File: src/rtl/track_sequencer_if.sv
// Handshake/data bundle between the track sequencer, its controller,
// the track ROM and the downstream oscillators.
interface track_sequencer_if #(
    parameter int N_CH  = 2,
    parameter int LEN_W = 12,
    parameter int CYC_W = 28
);
    logic                 start;
    logic                 stop;
    logic                 pause;
    logic                 loop_en;
    logic [LEN_W-1:0]     track_len;
    logic [CYC_W-1:0]     unit_cycles;
    logic [CYC_W-1:0]     gap_cycles;
    logic [LEN_W-1:0]     rom_addr;
    logic [8*N_CH-1:0]    rom_data;
    logic [7*N_CH-1:0]    notes;
    logic [N_CH-1:0]      gates;
    logic [LEN_W-1:0]     cur_time;
    logic                 new_time;
    logic                 busy;
    logic                 done;

    modport master (
        output start, stop, pause, loop_en,
        output track_len, unit_cycles, gap_cycles,
        output rom_data,
        input  rom_addr, notes, gates, cur_time,
        input  new_time, busy, done
    );

    modport slave (
        input  start, stop, pause, loop_en,
        input  track_len, unit_cycles, gap_cycles,
        input  rom_data,
        output rom_addr, notes, gates, cur_time,
        output new_time, busy, done
    );
endinterface

File: src/rtl/track_sequencer.sv
// Multi-channel track sequencer: steps a slot index through a track ROM
// and drives per-channel notes/gates with articulation gap, pause and loop.
module track_sequencer #(
    parameter int N_CH  = 2,
    parameter int LEN_W = 12,
    parameter int CYC_W = 28
) (
    input  logic             clk,
    input  logic             rst,
    track_sequencer_if.slave bus
);
    localparam int CW1 = CYC_W + 1;

    typedef enum logic [1:0] {
        S_IDLE,
        S_FETCH,
        S_GAP,
        S_PLAY
    } state_t;

    state_t            r_state;
    logic [LEN_W-1:0]  r_t;
    logic [LEN_W-1:0]  r_len;
    logic [CYC_W-1:0]  r_unit;
    logic [CYC_W-1:0]  r_gap;
    logic [CW1-1:0]    r_cnt;
    logic [8*N_CH-1:0] r_word;
    logic              r_new_time;
    logic              r_done;

    logic [CW1-1:0]    w_gap_ext;
    logic [CW1-1:0]    w_unit_ext;
    logic [CW1-1:0]    w_min_len;
    logic [CW1-1:0]    w_last;
    logic [LEN_W:0]    w_t_next;
    logic              w_more;
    logic              w_first;
    logic [8*N_CH-1:0] w_src;
    logic [7*N_CH-1:0] w_notes;
    logic [N_CH-1:0]   w_gates;

    // A slot never drops below FETCH + G gap cycles + 1 play cycle.
    assign w_gap_ext  = {1'b0, r_gap};
    assign w_unit_ext = {1'b0, r_unit};
    assign w_min_len  = w_gap_ext + CW1'(2);
    assign w_last     = ((w_unit_ext < w_min_len) ? w_min_len : w_unit_ext)
                        - CW1'(1);
    assign w_t_next   = {1'b0, r_t} + (LEN_W+1)'(1);
    assign w_more     = w_t_next < {1'b0, r_len};
    assign w_first    = (r_cnt == CW1'(1))
                        && (r_state == S_GAP || r_state == S_PLAY);

    always_ff @(posedge clk) begin
        if (rst) begin
            r_state    <= S_IDLE;
            r_t        <= '0;
            r_len      <= '0;
            r_unit     <= '0;
            r_gap      <= '0;
            r_cnt      <= '0;
            r_word     <= '0;
            r_new_time <= 1'b0;
            r_done     <= 1'b0;
        end else begin
            r_new_time <= 1'b0;
            r_done     <= 1'b0;
            if (bus.stop) begin
                r_state <= S_IDLE;
                r_t     <= '0;
                r_cnt   <= '0;
                r_word  <= '0;
            end else begin
                // ROM word arrives one cycle after FETCH; hold it for the slot.
                if (w_first) begin
                    r_word <= bus.rom_data;
                end
                case (r_state)
                    S_IDLE: begin
                        if (bus.start) begin
                            r_len  <= bus.track_len;
                            r_unit <= bus.unit_cycles;
                            r_gap  <= bus.gap_cycles;
                            r_t    <= '0;
                            r_cnt  <= '0;
                            r_word <= '0;
                            if (bus.track_len == '0) begin
                                r_done <= 1'b1;
                            end else begin
                                r_state <= S_FETCH;
                            end
                        end
                    end
                    S_FETCH: begin
                        r_cnt      <= CW1'(1);
                        r_new_time <= 1'b1;
                        r_state    <= (r_gap == '0) ? S_PLAY : S_GAP;
                    end
                    S_GAP: begin
                        if (!bus.pause) begin
                            r_cnt <= r_cnt + CW1'(1);
                            if (r_cnt == w_gap_ext) begin
                                r_state <= S_PLAY;
                            end
                        end
                    end
                    S_PLAY: begin
                        if (!bus.pause) begin
                            if (r_cnt == w_last) begin
                                r_cnt <= '0;
                                if (w_more) begin
                                    r_t     <= r_t + LEN_W'(1);
                                    r_state <= S_FETCH;
                                end else if (bus.loop_en) begin
                                    r_t     <= '0;
                                    r_state <= S_FETCH;
                                end else begin
                                    r_t     <= '0;
                                    r_word  <= '0;
                                    r_done  <= 1'b1;
                                    r_state <= S_IDLE;
                                end
                            end else begin
                                r_cnt <= r_cnt + CW1'(1);
                            end
                        end
                    end
                    default: r_state <= S_IDLE;
                endcase
            end
        end
    end

    // First sounding cycle shows the fresh ROM word before it is registered.
    always_comb begin
        w_src   = w_first ? bus.rom_data : r_word;
        w_notes = '0;
        w_gates = '0;
        for (int c = 0; c < N_CH; c++) begin
            if (r_state != S_IDLE
                && !(r_state == S_GAP && !w_src[8*c+7])) begin
                w_notes[7*c +: 7] = w_src[8*c +: 7];
            end
            w_gates[c] = |w_notes[7*c +: 7];
        end
    end

    assign bus.rom_addr = r_t;
    assign bus.cur_time = r_t;
    assign bus.notes    = w_notes;
    assign bus.gates    = w_gates;
    assign bus.new_time = r_new_time;
    assign bus.done     = r_done;
    assign bus.busy     = (r_state != S_IDLE);
endmodule
File: src/flat_wrapper.sv
// flat-port wrapper written by rule: the top's interface ports become plain ports
module track_sequencer_flat 
#(
    parameter int N_CH  = 2,
    parameter int LEN_W = 12,
    parameter int CYC_W = 28
)
  (clk, rst, bus_start, bus_stop, bus_pause, bus_loop_en, bus_track_len, bus_unit_cycles, bus_gap_cycles, bus_rom_data, bus_rom_addr, bus_notes, bus_gates, bus_cur_time, bus_new_time, bus_busy, bus_done);
  track_sequencer_if #(.N_CH(N_CH), .LEN_W(LEN_W), .CYC_W(CYC_W)) bus_i ();
  input  logic clk;
  input  logic rst;
  input wire logic [$bits(bus_i.start)-1:0] bus_start;
  input wire logic [$bits(bus_i.stop)-1:0] bus_stop;
  input wire logic [$bits(bus_i.pause)-1:0] bus_pause;
  input wire logic [$bits(bus_i.loop_en)-1:0] bus_loop_en;
  input wire logic [$bits(bus_i.track_len)-1:0] bus_track_len;
  input wire logic [$bits(bus_i.unit_cycles)-1:0] bus_unit_cycles;
  input wire logic [$bits(bus_i.gap_cycles)-1:0] bus_gap_cycles;
  input wire logic [$bits(bus_i.rom_data)-1:0] bus_rom_data;
  output wire logic [$bits(bus_i.rom_addr)-1:0] bus_rom_addr;
  output wire logic [$bits(bus_i.notes)-1:0] bus_notes;
  output wire logic [$bits(bus_i.gates)-1:0] bus_gates;
  output wire logic [$bits(bus_i.cur_time)-1:0] bus_cur_time;
  output wire logic [$bits(bus_i.new_time)-1:0] bus_new_time;
  output wire logic [$bits(bus_i.busy)-1:0] bus_busy;
  output wire logic [$bits(bus_i.done)-1:0] bus_done;
  assign bus_i.start = bus_start;
  assign bus_i.stop = bus_stop;
  assign bus_i.pause = bus_pause;
  assign bus_i.loop_en = bus_loop_en;
  assign bus_i.track_len = bus_track_len;
  assign bus_i.unit_cycles = bus_unit_cycles;
  assign bus_i.gap_cycles = bus_gap_cycles;
  assign bus_i.rom_data = bus_rom_data;
  assign bus_rom_addr = bus_i.rom_addr;
  assign bus_notes = bus_i.notes;
  assign bus_gates = bus_i.gates;
  assign bus_cur_time = bus_i.cur_time;
  assign bus_new_time = bus_i.new_time;
  assign bus_busy = bus_i.busy;
  assign bus_done = bus_i.done;
  track_sequencer #(.N_CH(N_CH), .LEN_W(LEN_W), .CYC_W(CYC_W)) u_core (.clk(clk), .rst(rst), .bus(bus_i));
endmodule
File: config.mk
export PLATFORM = sky130hd
export DESIGN_NAME = track_sequencer_flat
export DESIGN_NICKNAME = d
export VERILOG_FILES = /design/src/rtl/track_sequencer_if.sv /design/src/rtl/track_sequencer.sv /design/src/flat_wrapper.sv
export SDC_FILE = /design/constraint.sdc
export NUM_CORES = 1
export LEC_CHECK = 0
export BUFFER_PORTS_ARGS = -buffer_cell sky130_fd_sc_hd__buf_2
export CORE_MARGIN = 4
export CORE_UTILIZATION = 55
export DETAILED_ROUTE_END_ITERATION = 16
export PLACE_DENSITY = 0.82
export SYNTH_ARGS = -nofsm -noshare
export SYNTH_HDL_FRONTEND = slang
export SYNTH_SLANG_ARGS = --single-unit
File: constraint.sdc
create_clock -name clk -period 11.25 [get_ports clk]
set_clock_uncertainty 0.2 [all_clocks]
set_input_delay 1.125 -clock clk [delete_from_list [all_inputs] [get_ports clk]]
set_output_delay 1.125 -clock clk [all_outputs]
set_load 0.05 [all_outputs]
# Yosys cells after proc, flatten, opt, wreduce, memory -nomap -nowiden
# Cells that the tools add are included.
[totals]
regBits = 129
word_cells = 89
[op_classes]
n_eq_ne = 12
muxes = 38
reduce_logical = 22
n_addsub = 5
bitwise_logic = 1
order_cmp = 2
[ops]
columns = ["operator", "n"]
rows = [
  ["$mux W29", 5],
  ["$pmux W29 S4", 1],
  ["$mux W16", 6],
  ["$mux W12", 4],
  ["$pmux W16 S2", 1],
  ["$add A28 B2 Y29 const B", 1],
  ["$add A29 B1 Y29 const B", 1],
  ["$eq A29 B1 Y1 const B", 1],
  ["$eq A29 B28 Y1", 1],
  ["$eq A29 B29 Y1", 1],
  ["$lt A28 B29 Y1", 1],
  ["$sub A29 B1 Y29 const B", 1],
  ["$logic_not A28 Y1", 1],
  ["$pmux W12 S2", 1],
  ["$mux W2", 7],
  ["$mux W7", 2],
  ["$reduce_or A7 Y1", 2],
  ["$add A12 B1 Y13 const B", 1],
  ["$lt A13 B12 Y1", 1],
  ["$add A12 B1 Y12 const B", 1],
  ["$logic_not A12 Y1", 1],
  ["$ne A2 B2 Y1 const B", 6],
  ["$mux W1", 9],
  ["$pmux W2 S4", 1],
  ["13 further kinds", 23],
]

# Logic depth before layout (Yosys ltp)
# Gate-level depths: netlist of run 1.
[logic_depth]
word_depth = 10
ltp_mapped = 34
mapped_depth_nobuf = 28

# Worst setup path after synthesis of run 1
# Ideal clock, no wire load.
[synth_timing]
path_type = "register -> register"
startpoint = "reg u_core.r_gap[2]"
endpoint = "reg u_core.r_cnt[21]"
required_ns = 10.928
slack_ns = 3.836
setup_ns = 0.122
arrival_time_ns = 7.092
path_stages_with_launch = 34
n_path_buf = 6
path_cell_list = "dfxtp_1 > ha_1 > buf_4 > and3_1 > buf_2 > nand3_1 > nor3_1 > nand3_1 > xor2_1 > ha_1 > nand3_1 > nor4_1 > inv_1 > nor3_1 > a211oi_2 > nor2_1 > clkbuf_1 > nor2_1 > a21oi_1 > ha_1 > clkbuf_1 > and3_1 > clkbuf_1 > nand2_1 > xor2_1 > nor3_1 > or3_1 > a21oi_1 > or4b_1 > or4b_4 > o21ai_4 > buf_4 > a2111oi_1 > a311o_1"
[synth_via]
elab_chain_len = 8
[synth_rtl]
columns = ["item", "line_no", "source"]
rows = [
  ["start: declaration", "track_sequencer.sv:25", "logic [CYC_W-1:0] r_gap;"],
  ["start signal: assignment", "track_sequencer.sv:82", "r_gap <= bus.gap_cycles;"],
  ["$add A28 B2 Y29 *", "track_sequencer.sv:45", "assign w_min_len = w_gap_ext + CW1'(2);"],
  ["$lt A28 B29 Y1", "track_sequencer.sv:46", "assign w_last = ((w_unit_ext < w_min_len) ? w_min_len : w_unit_ext)"],
  ["$mux W29 *", "track_sequencer.sv:46", ""],
  ["$sub A29 B1 Y29 *", "track_sequencer.sv:47", "- CW1'(1);"],
  ["$eq A29 B29 Y1 *", "track_sequencer.sv:108", "if (r_cnt == w_last) begin"],
  ["$mux W29 *", "track_sequencer.sv:108", ""],
  ["$mux W29 *", "track_sequencer.sv:107", "if (!bus.pause) begin"],
  ["$pmux W29 S4 *", "track_sequencer.sv:77", "case (r_state)"],
  ["end signal: assignment", "track_sequencer.sv:100", "r_cnt <= r_cnt + CW1'(1);"],
  ["end signal: assignment", "track_sequencer.sv:123", "r_cnt <= r_cnt + CW1'(1);"],
  ["end: declaration", "track_sequencer.sv:26", "logic [CW1-1:0] r_cnt;"],
]
# Mark *: on every way between the ends. The rest lies on a longest branch, timed or not. The select of a mux whose other input is x is not followed.
# A chain may end at the register's enable or synchronous reset.

# Worst setup path after layout of run 1
[layout_timing]
startpoint = "reg u_core.r_gap[1]"
endpoint = "reg u_core.r_cnt[8]"
# Same word-level chain as after synthesis.

==> results.json, run 1 <==
{
  "final_cell_mix": "nand2_1, buf_2, dfxtp_1",
  "hold_buffers": 0,
  "ys_async_sr_fraction": 0,
  "start_util": 0.569,
  "clockBufferDepth": 2,
  "worst_pin_slew_ps": 1180,
  "core_um2": 19000,
  "ff2ff_path_depth": 29,
  "syn_inst": 1441,
  "post_cts_buffers": 0,
  "cts-root-buf": "clkbuf_16",
  "grt_usage": 0.334,
  "fmax_ghz": 0.109,
  "hold_slack_ps": 261,
  "cts_tree": "yes",
  "critPathRequiredTime_ps": 11370,
  "drive_above_1_share": 0.147,
  "place_hpwl_mm": 27.4,
  "synth-main-ff-cell": "dfxtp_1",
  "drt-initial-drc-count": 1415,
  "worstPathArrival_ps": 9250,
  "cp-start-kind": "flop",
  "area_delta_synth_final_pct": 10.0,
  "synthXorXnorAreaFrac": 0.0989,
  "path_buf_inv": 4,
  "ant_nets": 0,
  "slew_viol_final": 0,
  "r2r_end": "u_core.r_cnt[8]$_SDFFE_PP0P_",
  "nets": 1618,
  "ir_worst_vdd_mv": 0.106,
  "gp_congestion": 1.01,
  "rsz0062_at_grt": "false",
  "die-area_um2": 21900,
  "r2r-start": "u_core.r_gap[1]$_SDFFE_PP0P_",
  "io_buffers": 132,
  "ios": 133,
  "setup_viol": 0,
  "grt_pass1_wl_mm": 58.4,
  "critPathSlowestCell": "dfxtp_1",
  "fin_cells": 1753,
  "clk_pin_slew_worst_paths_ps": 60,
  "fillCellCount": 1773,
  "synth_top_family_by_area": "simple AND/OR/NAND/NOR gates",
  "slowest_delay_ps": 640,
  "worstSetupPathType": "flop to flop",
  "cts.repair.resized": 0,
  "cts-htree-levels": 4,
  "synth_nets": 1579,
  "num_vias": 11300,
  "die_h_um": 148,
  "routed_wl_mm": 37.4,
  "p_leak_nw": 4.60,
  "avgViaCountPerCell": 6.44,
  "drv_cap": 0,
  "r2r_slack_ps": 2110,
  "finalCriticalPeriod_ps": 9140,
  "finalCritPeriodShare": 0.812,
  "hold_depth": 2,
  "antenna_found_initial": 1,
  "numCtsBuffers": 17,
  "dieWidth_um": 148,
  "final_core_util": 0.625,
  "antenna_cells": 0,
  "worstHoldStart": "u_core.r_len[4]$_SDFFE_PP0P_",
  "design_area_um2": 11900,
  "first_pass_iters": 6,
  "synth_edf_count": 0,
  "cp-end-kind": "flop",
  "synthAdderAreaFrac": 0.0557,
  "synth_compound_area_frac": 0.204,
  "hold_path.class": "flop to flop",
  "syn_area_um2": 10800,
  "grt_pass1_vias": 10600,
  "tns_ps": 0,
  "grt_max_degree": 71,
  "powerDensity_nw_per_um2": 131,
  "holdPathEnd": "u_core.r_len[4]$_SDFFE_PP0P_",
  "hold_viol_final": 0,
  "synth.yosys.seq_area_share": 0.240,
  "cts_sinks": 129,
  "status": "completed",
  "rows": 50,
  "place_area_um2": 11200,
  "dp.cells": 1721,
  "wl_per_cell_um": 21.3,
  "clkLatencyLatePin_ps": 430,
  "critPathMaxFanout": 30,
  "avgSynthCellArea_um2": 7.48,
  "drc": 0,
  "synthSimpleGateAreaFrac": 0.299,
  "grt-ovfl-total": 0,
  "final_common_cell": "nand2_1",
  "slew_headroom": 0.214,
  "synthMuxAreaShare": 0.0283,
  "synth_cell_types": 90,
  "ys_warn_count": 0,
  "critPathTopFamily": "simple AND/OR/NAND/NOR gates",
  "ys_ff_latch": 129
}
## logic make-up after synthesis
group / Yosys count
compound gates: 313
xor+xnor: 120
fa+ha+maj: 48
buf+inv: 171
flops: 129
mux: 29
simple gates: 631
## power by group
| part | total, mW | leakage, nW | internal (mW) | switching, mW |
|---|---|---|---|---|
| Sequential | 0.498 | 1.05 | 0.469 | 0.0288 |
| Combinational | 0.466 | 3.26 | 0.176 | 0.291 |
| Clock | 0.588 | 0.297 | 0.353 | 0.236 |
| Total | 1.55 | 4.60 | 0.998 | 0.555 |
## per-layer routing
layer	GRT usage	vias to the layer above	routed length, um
li1	-	5282	-
met1	0.437	5225	15300
met2	0.507	652	16200
met3	0.0993	137	4020
met4	0.154	2	1850
met5	0	-	13
## state kept, by name (all words and copies together), names as in the netlist
name and cells:
u_core.bus.cur_time 12, u_core.bus.done 1, u_core.bus.new_time 1, u_core.r_cnt 29, u_core.r_gap 28, u_core.r_len 12
u_core.r_state 2, u_core.r_unit 28, u_core.r_word 16
## tightest hold or removal path, stage by stage, from the launching register on
cell	delay, ps
dfxtp_1	310
nand2_1	50
a21oi_1	50
## through the flow
stage | total power [mW] | worst slack [ps]
floorplan | 0.826 | 3840
detailed placement | 0.958 | 2360
CTS | 1.54 | 2290
global placement | 0.954 | 2440
finish | 1.55 | 2110
global route | 1.62 | 1410
## how the worst max path moves through the flow
stage	from	endpoint	slack [ps]	cells after the start
after global placement	u_core.r_gap[1]$_SDFFE_PP0P_	u_core.r_cnt[11]$_SDFFE_PP0P_	2440	29
after floorplan	u_core.r_gap[2]$_SDFFE_PP0P_	u_core.r_cnt[21]$_SDFFE_PP0P_	3840	33
final	u_core.r_gap[1]$_SDFFE_PP0P_	u_core.r_cnt[8]$_SDFFE_PP0P_	2110	29
after CTS	u_core.r_gap[1]$_SDFFE_PP0P_	u_core.r_cnt[8]$_SDFFE_PP0P_	2290	29
after global routing	u_core.r_gap[1]$_SDFFE_PP0P_	u_core.r_cnt[8]$_SDFFE_PP0P_	1410	29
after detailed placement	u_core.r_gap[1]$_SDFFE_PP0P_	u_core.r_cnt[11]$_SDFFE_PP0P_	2360	29
## area by class of cell
class,instances,area (um2),share of cell area
Timing Repair Buffer,146,766,0.0646
Inverter,45,169,0.0142
Tap cell,260,325,0.0274
Sequential cell,129,2580,0.218
Multi-Input combinational cell,1141,7400,0.624
Clock buffer,18,429,0.0362
Clock inverter,14,180,0.0152
## cells in the mapped netlist (13+ instances only)
library cell | n | area [um2]
nor2_1 | 95 | 357
buf_4 | 20 | 150
xnor2_1 | 74 | 648
mux2i_1 | 26 | 260
clkbuf_1 | 56 | 210
nand4_1 | 27 | 169
a21oi_1 | 117 | 586
nand2b_1 | 15 | 93.8
inv_1 | 44 | 165
nor3_1 | 64 | 320
a2111oi_0 | 15 | 131
dfxtp_1 | 129 | 2580
nand3_1 | 57 | 285
nand2_1 | 202 | 758
nor4_1 | 39 | 244
a2111oi_1 | 13 | 130
xor2_1 | 44 | 385
o21ai_0 | 33 | 165
and3_1 | 37 | 231
or3_1 | 19 | 119
a311o_1 | 29 | 290
ha_1 | 48 | 601
buf_2 | 34 | 170
Power figures use the tool's default switching activity.
==> inputs of run 2 (changes only) <==
--- a/config.mk
+++ b/config.mk
@@ -5,11 +5,12 @@
 export SDC_FILE = /design/constraint.sdc
 export NUM_CORES = 1
 export LEC_CHECK = 0
+export ABC_AREA = 1
 export BUFFER_PORTS_ARGS = -buffer_cell sky130_fd_sc_hd__buf_2
 export CORE_MARGIN = 4
 export CORE_UTILIZATION = 55
 export DETAILED_ROUTE_END_ITERATION = 16
-export PLACE_DENSITY = 0.82
+export PLACE_DENSITY = 0.83
 export SYNTH_ARGS = -nofsm -noshare
 export SYNTH_HDL_FRONTEND = slang
 export SYNTH_SLANG_ARGS = --single-unit
==> constraint.sdc (replaced) <==
create_clock -name clk -period 8.65 [get_ports clk]
set_clock_uncertainty 0.2 [all_clocks]
set_input_delay 0.865 -clock clk [delete_from_list [all_inputs] [get_ports clk]]
set_output_delay 0.865 -clock clk [all_outputs]
set_load 0.05 [all_outputs]
==> run 2 against run 1 <==
  * Synthesized cell count rose by 8.4%
  * Sequential share of layout area rose by 1.1 points
  * Global-route usage fell by 2.7 points
  * Critical path type unchanged
  * Sequential power is 33% higher
  * Cell count increased by 7.6%
  * Clock-buffer cell count fell by 1
  * Highest routed layer unchanged
  * Via count shrank 6.7%
  * Synthesized area shrank 5.7%
  * Critical path depth grew 1
  * First-iteration DRC count shrank 35%
  * Design area fell by 4.6%
  * Die area fell by 5.4%
==> results.json, run 2 <==
{
  "status": "completed",
  "slew_viol_final": 0,
  "routed_wl_mm": 31.5,
  "fillCellCount": 1700,
  "largest_reg_flops": 29,
  "ant_nets": 0,
  "start_util": 0.562,
  "cp-end-kind": "flop",
  "cts-root-buf": "clkbuf_16",
  "final_cell_mix": "nand2_1, inv_1, nor2_1",
  "drt-initial-drc-count": 914,
  "synth-main-ff-cell": "dfxtp_1",
  "drc": 0,
  "synth_cell_types": 54,
  "finalCriticalPeriod_ps": 6640,
  "synth_common_cells": "nand2_1, inv_1, nor2_1, dfxtp_1, a21oi_1",
  "grt_pass1_vias": 10000,
  "clkLatencyLatePin_ps": 430,
  "numCtsBuffers": 17,
  "grt_pass1_wl_mm": 50.6,
  "place_hpwl_mm": 24.4,
  "die_h_um": 144,
  "dp.cells": 1855,
  "antenna_found_initial": 1,
  "cts_tree": "yes",
  "fin_cells": 1887,
  "synthMuxAreaShare": 0.0177,
  "ys_warn_count": 0,
  "synth_area_leader_cell": "dfxtp_1",
  "tns_ps": 0,
  "post_cts_buffers": 0,
  "critPathRequiredTime_ps": 8770,
  "rsz0062_at_grt": "false",
  "critPathMaxFanout": 34,
  "final_common_cell": "nand2_1",
  "first_pass_iters": 6,
  "hold_buffers": 0,
  "powerDensity_nw_per_um2": 199,
  "area_delta_synth_final_pct": 11.3,
  "io_buffers": 132,
  "die-area_um2": 20700,
  "ys_ff_latch": 129,
  "synth_top_family_by_area": "simple AND/OR/NAND/NOR gates",
  "avgSynthCellArea_um2": 6.51,
  "cp-start-kind": "flop",
  "grt-ovfl-total": 0,
  "synthAdderAreaFrac": 0.0591,
  "largest_register": "u_core.r_cnt",
  "rows": 49,
  "syn_area_um2": 10200,
  "finalCritPeriodShare": 0.767,
  "clockBufferDepth": 2,
  "met1_usage": 0.384,
  "cts_sinks": 129,
  "worst_pin_slew_ps": 1230,
  "p_leak_nw": 5.31,
  "grt_use_met3": 0.0662,
  "synthXorXnorAreaFrac": 0.0587,
  "fmax_ghz": 0.151,
  "synth_nets": 1700,
  "largestRegisters": "u_core.r_cnt x29, u_core.r_gap x28, u_core.r_unit x28",
  "met2_usage": 0.513,
  "drive_above_1_share": 0.172,
  "grt_max_degree": 81,
  "critPathSlowestCell": "nand2_1",
  "avgViaCountPerCell": 5.59,
  "syn_inst": 1562,
  "nets": 1783,
  "slowest_delay_ps": 710,
  "cts.repair.resized": 0,
  "synth.yosys.seq_area_share": 0.254,
  "synthSimpleGateAreaFrac": 0.347,
  "synth_edf_count": 0,
  "dieWidth_um": 144,
  "synth_compound_area_frac": 0.137,
  "path_common_cell": "nand2_1",
  "worstPathArrival_ps": 6750,
  "cts-htree-levels": 4,
  "synth_area_leaders": "dfxtp_1, nand2_1, inv_1, ha_1, a21oi_1",
  "core_um2": 18100,
  "hold_path.class": "flop to flop",
  "ios": 133,
  "gp_congestion": 1.03,
  "grt-busiest-layer": "met2",
  "setup_viol": 0,
  "slew_headroom": 0.182,
  "num_vias": 10500,
  "synth_top_area_frac": 0.254,
  "fin_total_pwr_mw": 2.25,
  "ys_async_sr_fraction": 0,
  "worstSetupPathType": "flop to flop",
  "ir_worst_vdd_mv": 0.135,
  "wl_per_cell_um": 16.7,
  "grt_usage": 0.307,
  "antenna_cells": 0,
  "yosysMostFrequentCell": "nand2_1",
  "hold_viol_final": 0,
  "drv_cap": 0,
  "clk_pin_slew_worst_paths_ps": 70
}
[run 2: cell types whose count changed after synthesis, moves of 38 or more]
cell and change:
nand2_1 +151, inv_1 +176, xnor2_1 -69, o21ai_0 +58, nand3_1 +48, nor3_1 -38
nor2_1 +42
[run 2: area by class of cell]
type / count / area, um2 / share of cell area
clock inverters: 15 / 158 / 0.0139
repair buffers: 137 / 698 / 0.0617
multi-input cells: 1135 / 6310 / 0.558
well taps: 229 / 287 / 0.0253
inverters: 225 / 845 / 0.0747
flip-flops and latches: 129 / 2580 / 0.228
clock buffers: 17 / 425 / 0.0376
[run 2: path summary, 6_finish.rpt]
kind | startpoint | end | slack (ps) | cells after the start
worst min register to register | u_core.r_len[0]$_SDFFE_PP0P_ | u_core.r_len[0]$_SDFFE_PP0P_ | 260 | 2
worst max-delay path | u_core.r_gap[1]$_SDFFE_PP0P_ | u_core.r_word[3]$_SDFF_PP0_ | 2010 | 30
worst max register to register | u_core.r_gap[1]$_SDFFE_PP0P_ | u_core.r_word[3]$_SDFF_PP0_ | 2010 | 30
worst min-delay path | u_core.r_len[0]$_SDFFE_PP0P_ | u_core.r_len[0]$_SDFFE_PP0P_ | 260 | 2
[run 2: layer usage]
metal | vias to the layer above | share of wire | wire (um)
met1 | 4763 | 0.41 | 13000
li1 | 5204 | - | -
met4 | 2 | 0.045 | 1420
met3 | 108 | 0.079 | 2480
met5 | - | 0.00041 | 13
met2 | 467 | 0.46 | 14600
[run 2: stage by stage]
stage / utilization / hold slack (ps) / area (um2) / worst slack [ps]
finish: 0.625 / 262 / 11300 / 2010
CTS: 0.625 / 257 / 11300 / 2130
global placement: 0.593 / 238 / 10700 / 2450
global route: 0.625 / 287 / 11300 / 1420
detailed placement: 0.593 / 247 / 10700 / 2180
floorplan: - / 225 / 10200 / 3750
[run 2: report_power, final]
part	internal (mW)	switching, mW	leakage, nW	total (mW)
Sequential	0.626	0.0361	1.05	0.662
Combinational	0.272	0.596	3.98	0.868
Clock	0.386	0.334	0.278	0.720
Total	1.28	0.966	5.31	2.25
[run 2: cell families after synthesis]
logic type	after synthesis
buffers and inverters	298
AO/OA/AOI/OAI	252
XOR/XNOR	65
AND/OR/NAND/NOR	754
multiplexers	16
adder cells (fa/ha/maj)	48
flip-flops	129
[run 2: critical path, delay by kind of cell, from the launching register on]
kind                       cells  cell delay, ps
AOI/OAI and AO/OA              2             360
adders and majority gates      3             810
DFF                            1             480
buffers and inverters          1             110
xor gates and xnor gates       1             180
and+or+nand+nor               23            4340
